$ cat config.mk
export PLATFORM = sky130hd
export DESIGN_NAME = calc_op_ctrl_flat
export DESIGN_NICKNAME = d
export VERILOG_FILES = /design/src/rtl/calc_op_ctrl_pkg.sv /design/src/rtl/calc_op_ctrl_if.sv /design/src/rtl/calc_op_ctrl_watchdog.sv /design/src/rtl/calc_op_ctrl.sv /design/src/flat_wrapper.sv
export SDC_FILE = /design/constraint.sdc
export NUM_CORES = 1
export LEC_CHECK = 0
export BUFFER_PORTS_ARGS = -buffer_cell sky130_fd_sc_hd__clkbuf_2
export CAP_MARGIN = 20
export CORE_MARGIN = 10
export CORE_UTILIZATION = 48
export DETAILED_ROUTE_END_ITERATION = 10
export HOLD_SLACK_MARGIN = 0.02
export MAX_ROUTING_LAYER = met4
export PLACE_DENSITY = 0.73
export SYNTH_ARGS = -nofsm -noshare
export SYNTH_HDL_FRONTEND = slang
export SYNTH_SLANG_ARGS = --single-unit
$ cat constraint.sdc
create_clock -name clk -period 1.5 [get_ports clk]
set_clock_uncertainty 0.05 [all_clocks]
set_input_delay 0.375 -clock clk [delete_from_list [all_inputs] [get_ports clk]]
set_output_delay 0.375 -clock clk [all_outputs]
set_load 0.03 [all_outputs]
$ cat src/rtl/calc_op_ctrl_pkg.sv
// Shared calculator definitions: op codes, x-register mode selects and sequencer states.
// The mode-select constants are also used by the x register itself.
package calc_pkg;

    localparam logic [1:0] OP_ALU = 2'b00;
    localparam logic [1:0] OP_MUL = 2'b01;
    localparam logic [1:0] OP_DIV = 2'b10;
    localparam logic [1:0] OP_SQR = 2'b11;

    localparam logic [2:0] SEL_ALU = 3'b000;
    localparam logic [2:0] SEL_MUL = 3'b100;
    localparam logic [2:0] SEL_DIV = 3'b010;
    localparam logic [2:0] SEL_SQR = 3'b001;

    typedef enum logic [2:0] {
        ST_IDLE = 3'd0,
        ST_SEL  = 3'd1,
        ST_LOAD = 3'd2,
        ST_GO   = 3'd3,
        ST_WAIT = 3'd4,
        ST_DONE = 3'd5
    } state_t;

    function automatic logic [2:0] sel_of_op(input logic [1:0] op);
        logic [2:0] sel;
        sel = SEL_ALU;
        case (op)
            OP_MUL:  sel = SEL_MUL;
            OP_DIV:  sel = SEL_DIV;
            OP_SQR:  sel = SEL_SQR;
            default: sel = SEL_ALU;
        endcase
        return sel;
    endfunction

endpackage

$ cat src/rtl/calc_op_ctrl_if.sv
// Request/strobe/completion bundle between the keypad decoder, the arithmetic units and the sequencer.
// slave is the sequencer side; master is the surrounding datapath side.
interface calc_op_ctrl_if;

    logic       start;
    logic [1:0] op;
    logic       abort;
    logic       mul_done;
    logic       div_done;
    logic       sqr_done;
    logic       from_mul;
    logic       from_div;
    logic       from_sqr;
    logic       alu_go;
    logic       mul_start;
    logic       div_start;
    logic       sqr_start;
    logic       busy;
    logic       op_done;
    logic       err_timeout;
    logic [1:0] res_sel;

    modport slave (
        input  start, op, abort, mul_done, div_done, sqr_done,
        output from_mul, from_div, from_sqr, alu_go, mul_start, div_start, sqr_start,
               busy, op_done, err_timeout, res_sel
    );

    modport master (
        output start, op, abort, mul_done, div_done, sqr_done,
        input  from_mul, from_div, from_sqr, alu_go, mul_start, div_start, sqr_start,
               busy, op_done, err_timeout, res_sel
    );

endinterface

$ cat src/rtl/calc_op_ctrl_watchdog.sv
// Loadable clear/enable up-counter with a terminal-count flag; clear has priority over enable.
// The flag is a pure compare of the registered count, so it is valid in the same cycle the count reaches TERMINAL.
module op_watchdog #(
    parameter int W        = 8,
    parameter int TERMINAL = 199
) (
    input  logic clk,
    input  logic rst,
    input  logic i_clr,
    input  logic i_en,
    output logic o_tc
);

    localparam logic [W-1:0] TC_VAL = W'(TERMINAL);

    logic [W-1:0] r_cnt;

    always_ff @(posedge clk or negedge rst) begin
        if (!rst) begin
            r_cnt <= '0;
        end else if (i_clr) begin
            r_cnt <= '0;
        end else if (i_en) begin
            r_cnt <= r_cnt + 1'b1;
        end
    end

    assign o_tc = (r_cnt == TC_VAL);

endmodule

$ cat src/rtl/calc_op_ctrl.sv
// Operation sequencer: routes the x-register mode lines, strobes one unit, waits for its done, reports completion.
// Every output is a flop; mode lines follow the state, strobes and op_done lag their state by one cycle.
module calc_op_ctrl
    import calc_pkg::*;
#(
    parameter int TIMEOUT_W = 8,
    parameter int TIMEOUT   = 200
) (
    input  logic             clk,
    input  logic             rst,
    calc_op_ctrl_if.slave    bus
);

    state_t     r_state;
    state_t     w_next;
    logic [1:0] r_op;
    logic [2:0] r_mode;
    logic       r_alu_go;
    logic       r_mul_start;
    logic       r_div_start;
    logic       r_sqr_start;
    logic       r_busy;
    logic       r_op_done;
    logic       r_err;
    logic [1:0] r_res_sel;

    logic       w_accept;
    logic       w_unit_done;
    logic       w_timeout;
    logic       w_tc;
    logic       w_wd_clr;
    logic       w_wd_en;
    logic       w_in_go;
    logic       w_finish;
    logic [2:0] w_mode;

    // Only the captured unit's done counts; the ALU has no done line.
    always_comb begin
        w_unit_done = 1'b0;
        case (r_op)
            OP_MUL:  w_unit_done = bus.mul_done;
            OP_DIV:  w_unit_done = bus.div_done;
            OP_SQR:  w_unit_done = bus.sqr_done;
            default: w_unit_done = 1'b0;
        endcase
    end

    always_comb begin
        w_next    = r_state;
        w_accept  = 1'b0;
        w_timeout = 1'b0;
        case (r_state)
            ST_IDLE: begin
                if (bus.start && !bus.abort) begin
                    w_accept = 1'b1;
                    w_next   = ST_SEL;
                end
            end
            ST_SEL:  w_next = ST_LOAD;
            ST_LOAD: w_next = ST_GO;
            ST_GO:   w_next = (r_op == OP_ALU) ? ST_DONE : ST_WAIT;
            ST_WAIT: begin
                if (w_unit_done) begin
                    w_next = ST_DONE;
                end else if (w_tc) begin
                    w_timeout = !bus.abort;
                    w_next    = ST_IDLE;
                end
            end
            ST_DONE: w_next = ST_IDLE;
            default: w_next = ST_IDLE;
        endcase
        if (bus.abort) begin
            w_next = ST_IDLE;
        end
    end

    assign w_wd_clr = (r_state == ST_GO);
    assign w_wd_en  = (r_state == ST_WAIT);
    assign w_in_go  = (r_state == ST_GO) && !bus.abort;
    assign w_finish = (r_state == ST_DONE) && !bus.abort;
    assign w_mode   = (w_next == ST_IDLE) ? SEL_ALU : sel_of_op(w_accept ? bus.op : r_op);

    op_watchdog #(
        .W        (TIMEOUT_W),
        .TERMINAL (TIMEOUT - 1)
    ) u_watchdog (
        .clk   (clk),
        .rst   (rst),
        .i_clr (w_wd_clr),
        .i_en  (w_wd_en),
        .o_tc  (w_tc)
    );

    always_ff @(posedge clk or negedge rst) begin
        if (!rst) begin
            r_state     <= ST_IDLE;
            r_op        <= OP_ALU;
            r_mode      <= SEL_ALU;
            r_alu_go    <= 1'b0;
            r_mul_start <= 1'b0;
            r_div_start <= 1'b0;
            r_sqr_start <= 1'b0;
            r_busy      <= 1'b0;
            r_op_done   <= 1'b0;
            r_err       <= 1'b0;
            r_res_sel   <= 2'b00;
        end else begin
            r_state     <= w_next;
            r_mode      <= w_mode;
            r_busy      <= (w_next != ST_IDLE);
            r_alu_go    <= w_in_go && (r_op == OP_ALU);
            r_mul_start <= w_in_go && (r_op == OP_MUL);
            r_div_start <= w_in_go && (r_op == OP_DIV);
            r_sqr_start <= w_in_go && (r_op == OP_SQR);
            r_op_done   <= w_finish;
            if (w_accept) begin
                r_op <= bus.op;
            end
            if (w_finish) begin
                r_res_sel <= r_op;
            end
            if (w_accept) begin
                r_err <= 1'b0;
            end else if (w_timeout) begin
                r_err <= 1'b1;
            end
        end
    end

    assign bus.from_mul    = r_mode[2];
    assign bus.from_div    = r_mode[1];
    assign bus.from_sqr    = r_mode[0];
    assign bus.alu_go      = r_alu_go;
    assign bus.mul_start   = r_mul_start;
    assign bus.div_start   = r_div_start;
    assign bus.sqr_start   = r_sqr_start;
    assign bus.busy        = r_busy;
    assign bus.op_done     = r_op_done;
    assign bus.err_timeout = r_err;
    assign bus.res_sel     = r_res_sel;

endmodule

$ cat src/flat_wrapper.sv
// flat-port wrapper written by rule: the top's interface ports become plain ports
module calc_op_ctrl_flat import calc_pkg::*;
#(
    parameter int TIMEOUT_W = 8,
    parameter int TIMEOUT   = 200
)
  (clk, rst, bus_start, bus_op, bus_abort, bus_mul_done, bus_div_done, bus_sqr_done, bus_from_mul, bus_from_div, bus_from_sqr, bus_alu_go, bus_mul_start, bus_div_start, bus_sqr_start, bus_busy, bus_op_done, bus_err_timeout, bus_res_sel);
  calc_op_ctrl_if bus_i ();
  input  logic clk;
  input  logic rst;
  input wire logic [$bits(bus_i.start)-1:0] bus_start;
  input wire logic [$bits(bus_i.op)-1:0] bus_op;
  input wire logic [$bits(bus_i.abort)-1:0] bus_abort;
  input wire logic [$bits(bus_i.mul_done)-1:0] bus_mul_done;
  input wire logic [$bits(bus_i.div_done)-1:0] bus_div_done;
  input wire logic [$bits(bus_i.sqr_done)-1:0] bus_sqr_done;
  output wire logic [$bits(bus_i.from_mul)-1:0] bus_from_mul;
  output wire logic [$bits(bus_i.from_div)-1:0] bus_from_div;
  output wire logic [$bits(bus_i.from_sqr)-1:0] bus_from_sqr;
  output wire logic [$bits(bus_i.alu_go)-1:0] bus_alu_go;
  output wire logic [$bits(bus_i.mul_start)-1:0] bus_mul_start;
  output wire logic [$bits(bus_i.div_start)-1:0] bus_div_start;
  output wire logic [$bits(bus_i.sqr_start)-1:0] bus_sqr_start;
  output wire logic [$bits(bus_i.busy)-1:0] bus_busy;
  output wire logic [$bits(bus_i.op_done)-1:0] bus_op_done;
  output wire logic [$bits(bus_i.err_timeout)-1:0] bus_err_timeout;
  output wire logic [$bits(bus_i.res_sel)-1:0] bus_res_sel;
  assign bus_i.start = bus_start;
  assign bus_i.op = bus_op;
  assign bus_i.abort = bus_abort;
  assign bus_i.mul_done = bus_mul_done;
  assign bus_i.div_done = bus_div_done;
  assign bus_i.sqr_done = bus_sqr_done;
  assign bus_from_mul = bus_i.from_mul;
  assign bus_from_div = bus_i.from_div;
  assign bus_from_sqr = bus_i.from_sqr;
  assign bus_alu_go = bus_i.alu_go;
  assign bus_mul_start = bus_i.mul_start;
  assign bus_div_start = bus_i.div_start;
  assign bus_sqr_start = bus_i.sqr_start;
  assign bus_busy = bus_i.busy;
  assign bus_op_done = bus_i.op_done;
  assign bus_err_timeout = bus_i.err_timeout;
  assign bus_res_sel = bus_i.res_sel;
  calc_op_ctrl #(.TIMEOUT_W(TIMEOUT_W), .TIMEOUT(TIMEOUT)) u_core (.clk(clk), .rst(rst), .bus(bus_i));
endmodule
==> impl_metrics.toml <==
[finish]
antenna_cells = 0
seqCellArea_um2 = 629
num-nets-final = 148
syn_to_final_growth_pct = 28.2
fill_cells = 160
final_area_um2 = 1520
multiInputGateArea_um2 = 568
drive_gt1_share_pct = 48.9

[synthesis]
yosysWarnings = 0
avgSynthCellArea_um2 = 12.0
syn_inst = 99
synth.ff_latch_count = 25
yosys-top-cells-area = "dfrtp_1 (53%), mux2i_4 (3.8%), nand2_1 (2.8%)"
synth_async_sr_flop_share_pct = 100
seq_area_frac_synth_pct = 52.7
synth_top_flop_cell = "dfrtp_1"
ys_types = 39
synth_nets = 109
synth_edf_count = 0
synth_top_area_cell = "dfrtp_1"
yosysTopAreaCellShare_pct = 52.7
synth_area_um2 = 1190

[critical_path]
cp.depth = 4
reg2reg_from = "u_core.r_state[0]$_DFF_PN0_"
critPathTopFamily = "simple AND/OR/NAND/NOR gates"
slowest_stage = "dfrtp_2"
cp-start-kind = "flop"
critPathMaxFanout = 7
slowest_delay_ns = 0.50
crit_start = "u_core.r_state[0]$_DFF_PN0_"
path_class = "reg -> reg"
cp_data_arrival_time_ns = 1.70
cp-end-kind = "flop"
worstPathRequired_ns = 1.70
reg2reg_depth = 4
path_buf_inv = 0
crit_chain = "or3b_4 > o21ai_2 > o211ai_4 > nor3_2"

[worst_hold_path]
worstHoldStart = "bus_op[1]"
holdPathStages = 3
hold_path_class = "in -> reg"

[power]
p_per_area_nw_per_um2 = 1160
peakVddDrop_v = 0.000895
cellLeakagePower_uw = 0.000736
power.total_uw = 1770

[global_route]
grt_overflow_total = 0
grt_pass1_wl_um = 4280
antenna_found_initial = 0
grtUsageTotal_pct = 11.0
grt_pass1_vias = 927
grt_max_degree = 26

[route]
drtPass1Iterations = 2
ant_nets = 0
wl_per_cell_um = 15.9
drt_wl_total_um = 2630
drc = 0
drtIter0Drc = 39
via_per_inst = 5.44
vias = 897

[timing]
final.period_utilization_pct = 100
max_freq_mhz = 666
hold_slack_ns = 0.276
tightest_slew_ns = 0.604
hold_viol_final = 0
slew_headroom_pct = 59.7
rsz0062_at_grt = "true"
slew_viol_final = 0
finalWorstSetupSlack_ns = -0.000710
finalCriticalPeriod_ns = 1.50
finalSetupViolations = 1

[placement]
portBuffers = 20
dpl.hpwl_um = 1930
gp_congestion = 0.797
place_area_um2 = 1390

[clock_tree]
ctsHtreeMaxLevel = 1
cts.path.max_buffers = 2
cts_tree = "built"
clk_pin_slew_worst_paths_ns = 0.13
cts_buffers = 3
clock-sinks = 25
clk_latency_ns = 0.32
cts_root_buffer = "clkbuf_4"

[run_status]
failed_checks = "setup timing"
outcome = "complete, but fails checks"

[floorplanning]
fp.coreArea_um2 = 2280
rows = 17
die_area_um2 = 4860
initial_utilization_pct = 52.2
die_x_um = 69.7
die_h_um = 69.7
io_pins = 21

[run]
cap_violations = 0
power breakdown:
part | internal, uW | switching, uW | total (uW)
clock network | 104 | 195 | 299
registers | 757 | 81.8 | 839
logic | 299 | 331 | 629
synthesized netlist by cell type (all sizes together), types with 2 or more instances:
master / count
o31ai: 2
nor2: 5
a2bb2oi: 2
nand4: 3
xnor2: 2
buf: 4
dfrtp: 25
and2: 2
inv: 4
mux2: 2
o211ai: 4
nand2: 10
o21ai: 7
nor4b: 2
mux2i: 5
nor3: 6
nor4: 2
path summary, 6_finish.rpt:
kind                                                               end  slack (ns)
min in group asynchronous                  u_core.r_state[2]$_DFF_PN0_        0.53
worst max register to register              u_core.r_mode[1]$_DFF_PN0_     -0.0007
worst min register to register  u_core.u_watchdog.r_cnt[7]$_DFFE_PN0P_        0.45
worst max-delay path                        u_core.r_mode[1]$_DFF_PN0_     -0.0007
max in group asynchronous                  u_core.r_state[1]$_DFF_PN0_        0.44
worst min-delay path                          u_core.r_op[1]$_DFF_PN0_        0.28
worst min-delay path, cell delays in order:
cell and delay [ns]:
clkbuf_2 0.10, mux2i_4 0.08, inv_2 0.06
sequential cells by signal, indices dropped and copies added (netlist names):
signal	cells
u_core.u_watchdog.r_cnt	8
u_core.r_mode	3
u_core.bus.err_timeout	1
u_core.bus.sqr_start	1
u_core.bus.res_sel	2
u_core.bus.div_start	1
u_core.r_state	3
u_core.bus.op_done	1
u_core.bus.busy	1
u_core.bus.mul_start	1
u_core.bus.alu_go	1
u_core.r_op	2
placed cells by master (no fill, tap or decap), types with 2 or more instances in the layout:
cell type and instances:
clkbuf_2 20, nor2_1 3, nor3_2 4, a2bb2oi_1 2, nor4b_1 2, inv_2 2, buf_4 17, mux2i_4 2
nor3_1 2, o21ai_1 4, mux2i_1 2, o21ai_2 3, o211ai_1 3, o31ai_1 2, xnor2_1 2, nand2_1 9
dfrtp_1 22, nand4_1 3, dfrtp_2 3, clkbuf_4 3, inv_1 2
timing repair:
item                                   CTS  global route
hold buffers                             1             0
endpoints found under the hold margin   25             0
buffers inserted                         1             4
setup endpoints to repair                6            10
pin swaps                                3             9
resized for setup                        6            10
logic make-up after synthesis:
family / synth area share [%]
compound gates: 11.6
xor+xnor: 1.48
fa+ha+maj: 1.05
buf+inv: 4.00
flops: 52.7
mux: 8.22
simple gates: 21.0
per-layer routing:
metal  vias up  GRT usage, %  part of all wire, %
met5         -             -                    0
met4         0          4.57                  1.6
met3         5          4.28                  4.3
met2        13          18.4                   52
met1       444          11.2                   42
li1        435             -                    -
area by class of cell:
cell class	instances	area share, %
multi-input combinational	65	37.3
tap	28	2.30
clock buffer	4	1.73
inverter	4	0.986
sequential	25	41.3
timing repair buffer	39	16.4
through the flow:
stage	std cells	utilization (%)	TNS [ns]	worst slack (ns)
final	165	66.9	-0.000710	-0.000710
after global routing	165	66.9	-0.315	-0.0587
after CTS	161	63.8	0	0.0188
after detailed placement	155	61.0	-0.0564	-0.0483
after global placement	155	61.0	0	0.0156
after floorplan	99	-	0	0.0591
Power figures use the tool's default switching activity.
